## config.mk

```make
export PLATFORM = sky130hd
export DESIGN_NAME = drain_counter
export DESIGN_NICKNAME = d
export VERILOG_FILES = /design/src/rtl/drain_counter_pkg.sv /design/src/rtl/drain_counter.sv
export SDC_FILE = /design/constraint.sdc
export NUM_CORES = 1
export LEC_CHECK = 0
export BUFFER_PORTS_ARGS = -buffer_cell sky130_fd_sc_hd__buf_2
export CORE_ASPECT_RATIO = 0.8
export CORE_UTILIZATION = 40
export DETAILED_ROUTE_END_ITERATION = 8
export MAX_ROUTING_LAYER = met4
export PLACE_DENSITY = 0.69
export SYNTH_ARGS = -nofsm -noshare
export SYNTH_HDL_FRONTEND = slang
export SYNTH_SLANG_ARGS = --single-unit
```

## constraint.sdc

```tcl
create_clock -name clk -period 2.69 [get_ports clk]
set_input_delay 0.4035 -clock clk [delete_from_list [all_inputs] [get_ports clk]]
set_output_delay 0.4035 -clock clk [all_outputs]
set_load 0.1 [all_outputs]
```

## src/rtl/drain_counter_pkg.sv

```systemverilog
// Shared widths, reset bound and FSM state encoding for the drain counter.
package drain_counter_pkg;
  localparam int W_DEF     = 11;
  localparam int M_RST_DEF = 300;

  typedef enum logic [1:0] {
    ST_IDLE = 2'd0,
    ST_RUN  = 2'd1,
    ST_DONE = 2'd2
  } state_t;
endpackage

```

## src/rtl/drain_counter.sv

```systemverilog
// Bounded drain run: j counts load_m down to 0 while a moves by selector,
// clamped to [0, m]. The run lasts load_m+1 cycles, then parks in DONE.
module drain_counter
  import drain_counter_pkg::*;
#(
  parameter int W     = W_DEF,
  parameter int M_RST = M_RST_DEF
) (
  input  logic         clk,
  input  logic         rst,
  input  logic         start,
  input  logic [W-1:0] load_m,
  input  logic         selector,
  output logic [W-1:0] a,
  output logic [W-1:0] j,
  output logic [W-1:0] m,
  output logic         busy,
  output logic         done,
  output logic         inv_ok
);

  // state | meaning
  // IDLE  | after reset, waiting for start
  // RUN   | stepping j down, a up/down by selector
  // DONE  | run finished, values held, start reloads

  state_t       r_state, w_state_nxt;
  logic [W-1:0] r_a, r_j, r_m;
  logic [W-1:0] w_a_nxt, w_j_nxt, w_m_nxt;

  always_ff @(posedge clk) begin
    if (rst) begin
      r_state <= ST_IDLE;
      r_a     <= '0;
      r_j     <= '0;
      r_m     <= W'(M_RST);
    end else begin
      r_state <= w_state_nxt;
      r_a     <= w_a_nxt;
      r_j     <= w_j_nxt;
      r_m     <= w_m_nxt;
    end
  end

  always_comb begin
    w_state_nxt = r_state;
    w_a_nxt     = r_a;
    w_j_nxt     = r_j;
    w_m_nxt     = r_m;
    case (r_state)
      ST_IDLE, ST_DONE: begin
        if (start) begin
          w_state_nxt = ST_RUN;
          w_a_nxt     = load_m;
          w_j_nxt     = load_m;
          w_m_nxt     = load_m;
        end
      end
      ST_RUN: begin
        if (r_j == '0) begin
          w_state_nxt = ST_DONE;
        end else begin
          w_j_nxt = r_j - W'(1);
          // a never crosses 0 or m; together with a starting at j this keeps j <= a
          if (selector) begin
            if (r_a != '0) w_a_nxt = r_a - W'(1);
          end else begin
            if (r_a < r_m) w_a_nxt = r_a + W'(1);
          end
        end
      end
      default: w_state_nxt = ST_IDLE;
    endcase
  end

  assign a      = r_a;
  assign j      = r_j;
  assign m      = r_m;
  assign busy   = (r_state == ST_RUN);
  assign done   = (r_state == ST_DONE);
  assign inv_ok = (r_j <= r_a) && (r_a <= r_m);

`ifdef FORMAL
  always_comb begin
    if (!rst) begin
      assert (inv_ok);
      assert (r_a <= r_m);
    end
  end
`endif

endmodule

```

### Yosys cells after proc, flatten, opt, wreduce, memory -nomap -nowiden

Index checks and enable logic that the tools add are counted.

* memory bits (writable): 0
* logic and storage cells: 38
* bits in read-only memories: 0
* register bits: 35
* memories kept: 0
* latch bits: 0
* output and inout bits: 36

* $mul: 0
* equality and inequality tests: 7
* reduce and logical (&&, ||, !) cells: 10
* bitwise operators: 0
* muxes and demuxes: 11
* div/mod/pow operators: 0
* order comparisons: 3
* shift operators: 0
* $add $sub $neg: 3

Operators by type and width (number)
* $mux W11: 6
* $pmux W11 S2: 2
* $le A11 B11 Y1: 2
* $sub A11 B1 Y11 const B: 2
* $add A11 B1 Y11 const B: 1
* $logic_not A11 Y1: 1
* $lt A11 B11 Y1: 1
* $reduce_bool A11 Y1: 1
* $ne A3 B2 Y1 const B: 2
* $reduce_and A5 Y1: 1
* $mux W2: 2
* $ne A2 B2 Y1 const B: 2
* $pmux W2 S2: 1
* $reduce_and A2 Y1: 2
* $reduce_and A3 Y1: 1
* $eq A2 B1 Y1 const B: 1
* $eq A2 B2 Y1 const B: 1
* $logic_not A2 Y1: 1
* $ne A2 B1 Y1 const B: 1
* $reduce_bool A2 Y1: 1
* $reduce_or A2 Y1: 1
* $logic_and A1 B1 Y1: 1

### Depth between registers and ports, before layout

Gate-level depths: netlist (run 1).

* word-level depth: 5
* gate-level depth with buffers: 9

### Least setup slack after synthesis (run 1)

Ideal clock, no wire load.

* path type: register to output
* from: reg r_a[1] (netlist: a[1])
* to: out inv_ok
* path buffers: 0
* arrival: 3681 ps
* setup slack: -1395 ps
* cell stages (with the launch flop): 9
* required time: 2287 ps
* path through: dfxtp_1 > inv_1 > ha_1 > nor2b_1 > o21ai_0 > a21oi_1 > a211oi_1 > o21ai_0 > a22oi_1

* longest elaborated chain between the ends: 2

RTL lines
* start, declared: line drain_counter.sv:28 `logic [W-1:0] r_a, r_j, r_m;`
* start signal, assigned: line drain_counter.sv:39 `r_a <= w_a_nxt;`
* $le A11 B11 Y1: line drain_counter.sv:81 `assign inv_ok = (r_j <= r_a) && (r_a <= r_m);`
* $logic_and A1 B1 Y1 *: line drain_counter.sv:81
* end, declared: line drain_counter.sv:19 `output logic inv_ok`

Every way passes the cells marked *; elsewhere a longest branch is shown, timed or not.

### Worst setup path in the final report (run 1)

* from: reg r_a[5] (netlist: a[5])
* to: out inv_ok

Same word-level chain as after synthesis.

==> results of run 1 <==
-- cells in the mapped netlist (2+ instances only) --
library cell	number	share of area, %
nand2_1	40	5.6
nor2_1	36	5.0
dfxtp_1	35	26
ha_1	32	15
a21oi_1	29	5.4
inv_1	28	3.9
o21ai_0	23	4.3
a211oi_1	8	2.2
a211o_1	6	1.9
a21o_1	6	1.7
a311oi_2	6	3.3
a31oi_1	6	1.4
nand4_1	6	1.4
clkbuf_1	5	0.70
nor3_1	5	0.93
or3_1	5	1.2
a22oi_1	4	1.1
nand2b_1	4	0.93
nor2b_1	4	0.93
buf_2	3	0.56
buf_6	3	1.3
nand3_1	3	0.56
nor4_1	3	0.70
o21a_1	3	0.83
o31ai_1	3	0.83
xnor2_1	3	0.97
and3_1	2	0.46
and4_1	2	0.65
buf_4	2	0.56
mux2i_1	2	0.74
nand3b_1	2	0.56
nor3_2	2	0.74
or3_2	2	0.56
-- layout make-up --
type | count | share of cell area (%)
multi-input combinational | 265 | 57.5
clock inverter | 1 | 0.152
timing repair buffer | 56 | 9.07
inverter | 29 | 3.39
tap | 84 | 3.20
clock buffer | 7 | 2.63
sequential | 35 | 24.0
-- layout by cell type, fill, tap and decap left out, types with 6 or more instances in the layout --
cell	count
a31oi_1	6
a21o_1	6
ha_1	27
nand4_1	6
o21ai_0	21
dfxtp_2	14
nor2_1	36
buf_4	7
a311oi_2	6
a211oi_1	6
a21oi_1	29
clkbuf_8	6
inv_1	23
dfxtp_4	19
buf_2	49
nand2_1	40
a211o_1	6
-- power by group through the flow --
| stage | combinational [µW] | sequential [µW] | clock, µW |
|---|---|---|---|
| after detailed placement | 1520 | 742 | 0 |
| final | 1540 | 731 | 410 |
| after global routing | 1670 | 746 | 440 |
| after floorplan | 796 | 1190 | 0 |
| after global placement | 1500 | 740 | 0 |
| after CTS | 1540 | 731 | 423 |
-- critical path, stage by stage (launching register included) --
cell     delay [ns]
dfxtp_4        0.38
ha_1           0.33
nand4_1        0.13
a21oi_1        0.06
nor3_2         0.38
o21ai_1        0.15
a22oi_2        0.15
buf_4          0.32
-- logic make-up (layout without fill, tap and decap cells) --
group / after synthesis / count (layout) / share of synthesized area (%)
and+or+nand+nor: 123 / 123 / 22.4
AOI/OAI and AO/OA: 103 / 103 / 26.9
buffers and inverters: 42 / 93 / 7.09
DFF: 35 / 35 / 26.0
adders and majority gates: 33 / 33 / 15.6
xor gates and xnor gates: 4 / 4 / 1.30
muxes: 2 / 2 / 0.742
-- worst max path at each step --
stage                            from            endpoint  slack, ns  cells after the start
finish              a[5]$_SDFFE_PP0P_              inv_ok        0.1                      7
detailed placement           selector  a[10]$_SDFFE_PP0P_       0.20                      8
global route        a[5]$_SDFFE_PP0P_              inv_ok      0.007                      7
floorplan           a[4]$_SDFFE_PP0P_              inv_ok      -0.06                      7
global placement             selector  a[10]$_SDFFE_PP0P_       0.24                      8
CTS                 a[5]$_SDFFE_PP0P_              inv_ok       0.13                      7
-- per-layer routing --
layer | track usage [%] | part of all wire [%]
met1 | 31.6 | 49
met2 | 39.3 | 44
met3 | 3.79 | 5.6
met4 | 6.67 | 0.85
met5 | - | 0
-- timing repair --
action                                  4_1_cts  5_1_grt
endpoints found under the setup margin        1        0
hold buffers                                  0        0
gates resized for setup                       1        0
buffers inserted                              0        0
-- per-stage QoR --
stage | total power (µW) | setup TNS (ns) | instance area, µm²
4_1_cts | 2690 | 0 | 3280
5_1_grt | 2850 | 0 | 3280
2_1_floorplan | 1980 | -0.0573 | 2870
6_report | 2680 | 0 | 3280
3_5_place_dp | 2270 | 0 | 3190
3_3_place_gp | 2240 | 0 | 3190
-- state kept, by name, indices dropped and copies added, names as in the netlist --
register  count
a            11
j            11
m            11
r_state       2
==> results.md, run 1 <==
* Net Sw Frac at a little over half
* Dpl ws at between 0.2 and 0.25 ns
* Worst IR Drop VDD at around 0.75 mV
* Inst Count DP at 469
* WP data required at roughly 2.3 ns
* Fmax at roughly 390 MHz
* Hold violation count in the final report at 0
* Layout Cells excl Fill at 477
* CTS H-Tree Depth at 2
* DR pass1 iterations at 4
* Mean Syn Cell Area at 7.89 µm²
* Layout cell share with drive strength beyond 1 at about a third
* Hold_sp: load_m[2]
* Routed wire length at ~7700 µm
* Area Growth Syn to Fin at 21.7%
* CP Capture Type: output port
* Synthesis Warnings at 0
* Int Power at roughly 1300 µW
* Residual DRC at 0
* Routed Antenna Nets at 0
* Crit Path Max Fanout at 6
* Synth cell types at 52
* Average vias per placed instance at 5.68
* R2R Path Start: j[0]$_SDFFE_PP0P_
* Flop pwr share at a little over a quarter
* DP HPWL at about 5800 µm
* Pleak at 0.00145 µW
* Max cap viols at 0
* Initial antenna violation count at 0
* Clk slew on worst S/H paths at roughly 0.080 ns
* Clock Tree Root: clkbuf_8
* I/O Buffers at 50
* Critical path class: reg2out
* Yosys reg bits at 35
* Register area share after synthesis at between 20% and 30%
* I/O Pins at a little over 50
* Worst Setup Start Kind: register
* Die Height at 75.5 µm
* Max Clock Skew at 0.00910 ns
* Vias at ~2700
* Slack of the critical path at between 0.09 and 0.1 ns
* Reg2Reg Depth at 8
* Hold Path End: m[2]$_SDFFE_PP1P_
* Core Area at roughly 0.0064 mm²
* Average wire per cell in the routed design at 16.1 µm
* Vias in the first global route at about 2600
* Hold Path Depth at 2
* RSZ-0062 raised after global routing: false
* Pwr dens at 817 mW/mm²
* Die area at roughly 0.0071 mm²
* Net Switching at ~1400 µW
* Fin crit share at 96.5%
* Slew HR at roughly 46%
* EDFF count, synth at 0
* FF+latch area at between 700 and 800 µm²
* Cell Rows at 26
* Area of the multi-input gates at ~0.0019 mm²
* Setup violators final at 0
* Cell count after synthesis at approximately 340
* Final core utilization at roughly half
* First-pass GRT wire length at roughly 13000 µm
* RR Endpoint: a[10]$_SDFFE_PP0P_
* GRT Util Overall at ~24%
* N_diodes at 0
* Worst slew pin tran at ~0.8 ns
* Hold Crit Class: in2reg
* GR Overflow Total at 0
* Initial Util at 41.9%
* WP data arrival at 2.19 ns
* Largest net degree at the start of global routing at 37
* Clock Power Share at between 10% and 20%
* Most used DFF post-synth: dfxtp_1
* Mapped Nets at slightly below 400
* # fillers at approximately 640
* RePlAce Congestion at roughly 0.97
* Skew-Pair Late Insertion Delay at between 0.2 and 0.3 ns
* NumNets Final at 440
* Largest buffer count on any clock path at 2
* Register-to-register setup slack at roughly 0.30 ns
* Period minus WS final at 2.59 ns
* Hold_ws at between 0.3 and 0.4 ns
* Fraction of registers with async set/reset at 0%
* CTS tree: yes
* Outcome: completed
* Slew Viols, Final at 0
* Horiz. Die Dim at 93.8 µm
* Post-Syn Area at between 0.002 and 0.003 mm²
* Initial detailed-routing violation count at 131
* Total CTS buffers at 5
* Comb pwr share at around 57%
* CTS Sinks at 35
No activity file was read; power rests on OpenSTA's default activity.
==> run 2: changes to the inputs <==
REMOVE_ABC_BUFFERS = 1   (was default)
==> results.md, run 2 (synthesis gave the netlist of run 1 again) <==
* Outcome: completed
* Average wire per cell in the routed design at ~16 µm
* CTS Hold Bufs at 0
* I/O Pins at slightly above 50
* Vias in the first global route at ~2600
* Die Height at 75.5 µm
* Die area at between 0.007 and 0.008 mm²
* Commonest non-fill, non-tap cell in the layout: buf_2
* Max cap viols at 0
* Period minus WS final at 2.57 ns
* Area Growth Syn to Fin at 16.4%
* # fillers at around 660
* Worst slew pin tran at approximately 0.76 ns
* Residual DRC at 0
* NumNets Final at ~440
* Slack of the critical path at roughly 0.12 ns
* Final core utilization at about half
* Core Area at 0.00644 mm²
* CTS tree: yes
* DP Area at 0.00304 mm²
* Crit Path Max Fanout at 8
* Largest buffer count on any clock path at 2
* Layout cell share with drive strength beyond 1 at between 20 and 25%
* WP data arrival at ~2.2 ns
* Fin crit share at between 90 and 100%
* First-pass GRT wire length at 12600 µm
* Slew Viols, Final at 0
* WP data required at ~2.3 ns
* Pleak at 0.00144 µW
* DR pass1 iterations at 4
* Total CTS buffers at 5
* I/O Buffers at 50
* CTS Sinks at 35
* CP Capture Type: output port
* Worst Setup Start Kind: register
* Routed Antenna Nets at 0
* Hold Crit Class: in2reg
* Vias at ~2700
* Cell Rows at 26
* Hold violation count in the final report at 0
* Initial detailed-routing violation count at 123
* Worst IR Drop VDD at just over 0.6 mV
* Clk slew on worst S/H paths at 0.08 ns
* Initial Util at between 40% and 50%
* Dpl ws at approximately 0.16 ns
* GR Overflow Total at 0
* RePlAce Congestion at 0.918
* DP HPWL at between 5000 and 6000 µm
* Average vias per placed instance at about 5.6
* N_diodes at 0
* Routed wire length at 7560 µm
* FF+latch area at 712 µm²
* Hold_ws at between 0.3 and 0.4 ns
* Most frequent cells in the layout: buf_2, nand2_1, nor2_1
* GRT Util Overall at 24.2%
* Slew HR at 49.0%
* Skew-Pair Late Insertion Delay at 0.30 ns
* Initial antenna violation count at 0
* Pwr dens at around 840 mW/mm²
* Critical path class: reg2out
* CTS H-Tree Depth at 2
* Setup violators final at 0
* Largest net degree at the start of global routing at 37
* Area of the multi-input gates at roughly 0.0018 mm²
* Final std cell area, no fill at around 0.0031 mm²
* Clock Tree Root: clkbuf_8
* Max Clock Skew at ~0.0091 ns
* Horiz. Die Dim at between 90 and 100 µm
* Fmax at ~400 MHz
-- run 2: changes by cell type in the layout (fill, tap and decap cells not counted), moves of 4 or more --
cell and change:
dfxtp_2 -11, inv_2 -4, ha_1 +5, dfxtp_4 -17
inv_1 +5, ha_4 -5, dfxtp_1 +28
-- run 2: metal layers --
metal / vias to the layer above / track usage [%] / wire length (µm)
met4: 0 / 8.03 / 163
met1: 1243 / 31.7 / 3620
met5: - / - / 0
met2: 93 / 37.6 / 3220
met3: 16 / 4.69 / 549
li1: 1339 / - / -
-- run 2: worst max-delay path, cell delays in order, from the launching register on --
cell      delay, ns
dfxtp_1        0.46
ha_1           0.29
a21o_1         0.16
a21o_1         0.18
a211oi_2       0.22
o21ai_1        0.10
a22oi_2        0.24
buf_12         0.21
-- run 2: cell type report --
class,instances,area share [%]
clock inverter,1,0.159
timing repair buffer,57,10.1
multi-input combinational,265,57.8
clock buffer,7,2.43
tap,84,3.35
inverter,29,3.46
sequential,35,22.7
-- run 2: what timing repair did --
item                       in CTS  in global routing
pin swaps                       0                  2
buffers inserted                0                  0
gates resized for setup         2                  8
setup endpoints to repair       1                  1
-- run 2: path summary, 6_finish.rpt --
| path | start | endpoint | slack (ns) | depth (start not counted) |
|---|---|---|---|---|
| max | j[4]$_SDFFE_PP0P_ | inv_ok | 0.12 | 7 |
| min | load_m[2] | m[2]$_SDFFE_PP1P_ | 0.32 | 2 |
| max reg2reg | j[0]$_SDFFE_PP0P_ | a[10]$_SDFFE_PP0P_ | 0.27 | 8 |
| min reg2reg | m[10]$_SDFFE_PP0P_ | m[10]$_SDFFE_PP0P_ | 0.48 | 2 |
-- run 2: report_power, final --
group	switching [µW]	internal, µW	total (µW)
registers	109	592	701
clock network	209	182	392
logic	1100	453	1550
total	1420	1230	2650
-- run 2: through the flow --
step | cells | total power (µW) | TNS, ns
floorplan | 329 | 1890 | -7.31
global placement | 470 | 2210 | 0
detailed placement | 470 | 2240 | 0
CTS | 478 | 2630 | 0
global route | 478 | 2820 | -0.0238
finish | 478 | 2650 | 0
==> run 3: changes to the inputs <==
CORE_ASPECT_RATIO = 1.1   (was 0.8)
RECOVER_POWER = 50   (was default)
==> results.md, run 3 (synthesis gave the netlist of run 1 again) <==
* Setup violators final at 0
* Vias in the first global route at roughly 2600
* Register-to-register setup slack at 0.25 ns
* Hold violation count in the final report at 0
* RSZ-0062 raised after global routing: false
* Outcome: completed
* Critical path class: reg2out
* DP Area at approximately 0.0030 mm²
* Residual DRC at 0
* Max Clock Skew at between 0.003 and 0.004 ns
* Slew Viols, Final at 0
* Largest net degree at the start of global routing at 37
* Worst slew pin tran at between 1 and 1.5 ns
* DP HPWL at roughly 5600 µm
* Hold Path End: m[2]$_SDFFE_PP1P_
* GR Overflow Total at 0
* Commonest non-fill, non-tap cell in the layout: nand2_1
* CTS Sinks at 35
* Largest buffer count on any clock path at 2
* DR pass1 iterations at 4
* RR Endpoint: a[10]$_SDFFE_PP0P_
* Area of the multi-input gates at around 0.0018 mm²
* I/O Pins at ~50
* CTS tree: yes
* Reg2Reg Depth at 8
* WP data required at 2.29 ns
* Pleak at approximately 0.0014 µW
* Most frequent cells in the layout: nand2_1, nor2_1, ha_1
* Layout Cells excl Fill at 477
* Area Growth Syn to Fin at 17.2%
* Pwr dens at slightly below 900 mW/mm²
* Hold_sp: load_m[2]
* I/O Buffers at 50
* # fillers at 674
* Initial antenna violation count at 0
* Die area at 0.00708 mm²
* Skew-Pair Late Insertion Delay at ~0.30 ns
* Inst Count DP at 469
* Worst IR Drop VDD at roughly 0.64 mV
* R2R Path Start: j[0]$_SDFFE_PP0P_
* Die Height at 88.2 µm
* Routed Antenna Nets at 0
* RePlAce Congestion at about 1
* Vias at 2710
* CTS H-Tree Depth at 2
* WP data arrival at 2.18 ns
* FF+latch area at 709 µm²
* Clock Tree Root: clkbuf_8
* First-pass GRT wire length at roughly 12000 µm
* Max cap viols at 0
* Core Area at approximately 0.0066 mm²
* Crit Path Max Fanout at 6
* Layout cell share with drive strength beyond 1 at roughly 16%
* Hold Path Depth at 2
* Slew HR at between 20% and 30%
* Fin crit share at a little under 100%
* Initial Util at around two fifths
* Initial detailed-routing violation count at about 170
* Total CTS buffers at 5
* Routed wire length at about 7500 µm
* GRT Util Overall at a little under a quarter
* Average wire per cell in the routed design at 15.8 µm
* Fmax at 387 MHz
* NumNets Final at between 400 and 500
* Period minus WS final at 2.59 ns
* Cell Rows at 31
* Hold Crit Class: in2reg
* Worst Setup Start Kind: register
* N_diodes at 0
* Final std cell area, no fill at 0.00316 mm²
* Final core utilization at between 40% and 50%
* Clk slew on worst S/H paths at around 0.070 ns
* CP Capture Type: output port
* Horiz. Die Dim at ~80 µm
* Average vias per placed instance at ~5.7
==> run 3: cell types whose count changed in the layout (fill, tap and decap cells not counted) <==
cell / previous run / this run
nor3_1: 5 / 4
dfxtp_2: 3 / 4
dfxtp_4: 2 / 1
nor3_2: 2 / 3
a211oi_1: 7 / 8
a211oi_2: 1 / 0
clkbuf_1: 2 / 26
clkinv_2: 1 / 0
buf_2: 49 / 25
bufinv_16: 0 / 2
==> run 3: critical path, stage by stage (launching register included) <==
cell	delay (ns)
dfxtp_2	0.40
inv_1	0.07
ha_1	0.31
a21o_1	0.16
a21o_1	0.17
a211oi_1	0.24
o21ai_1	0.11
a22oi_2	0.23
buf_12	0.21
==> run 3: report_power, final <==
part / switching [µW] / leakage, µW / internal (µW)
Clock: 211 / 0.0000654 / 371
Sequential: 108 / 0.000291 / 591
Combinational: 1100 / 0.00102 / 440
==> run 3: worst max path at each step <==
| stage | startpoint | to | cells after the start | slack, ns |
|---|---|---|---|---|
| global route | a[3]$_SDFFE_PP0P_ | inv_ok | 8 | 0.003 |
| CTS | a[4]$_SDFFE_PP0P_ | inv_ok | 8 | 0.007 |
| finish | a[4]$_SDFFE_PP0P_ | inv_ok | 8 | 0.10 |
| global placement | selector | a[10]$_SDFFE_PP0P_ | 8 | 0.22 |
| floorplan | a[1]$_SDFFE_PP0P_ | inv_ok | 8 | -1.39 |
| detailed placement | selector | a[10]$_SDFFE_PP0P_ | 8 | 0.12 |
==> run 3: cell type report <==
| type | count | area share [%] |
|---|---|---|
| timing repair buffer | 58 | 9.22 |
| inverter | 29 | 3.44 |
| multi-input combinational | 265 | 57.5 |
| clock buffer | 6 | 2.30 |
| tap | 82 | 3.24 |
| clock inverter | 2 | 1.90 |
| sequential | 35 | 22.4 |
==> run 3: metal layers <==
layer / track usage, % / share of wire [%] / up-vias
met3: 3.75 / 4.7 / 13
met4: 8.77 / 1.7 / 0
li1: - / - / 1331
met5: - / 0 / -
met1: 28.7 / 45 / 1292
met2: 39.9 / 48 / 74
==> run 3: what timing repair did <==
action,in CTS,in global routing
hold buffers,0,0
buffers inserted,0,0
endpoints found under the hold margin,0,0
pin swaps,0,2
endpoints found under the setup margin,1,2
gates resized for setup,2,7
==> run 3: per-stage QoR <==
stage          total power (µW)  setup TNS (ns)  hold slack, ns  setup WS (ns)
2_1_floorplan              1890           -7.31           0.471          -1.39
3_3_place_gp               2210               0           0.454          0.221
3_5_place_dp               2240               0           0.463          0.120
4_1_cts                    2830               0           0.326        0.00706
5_1_grt                    2990               0           0.336        0.00307
6_report                   2820               0           0.326          0.105
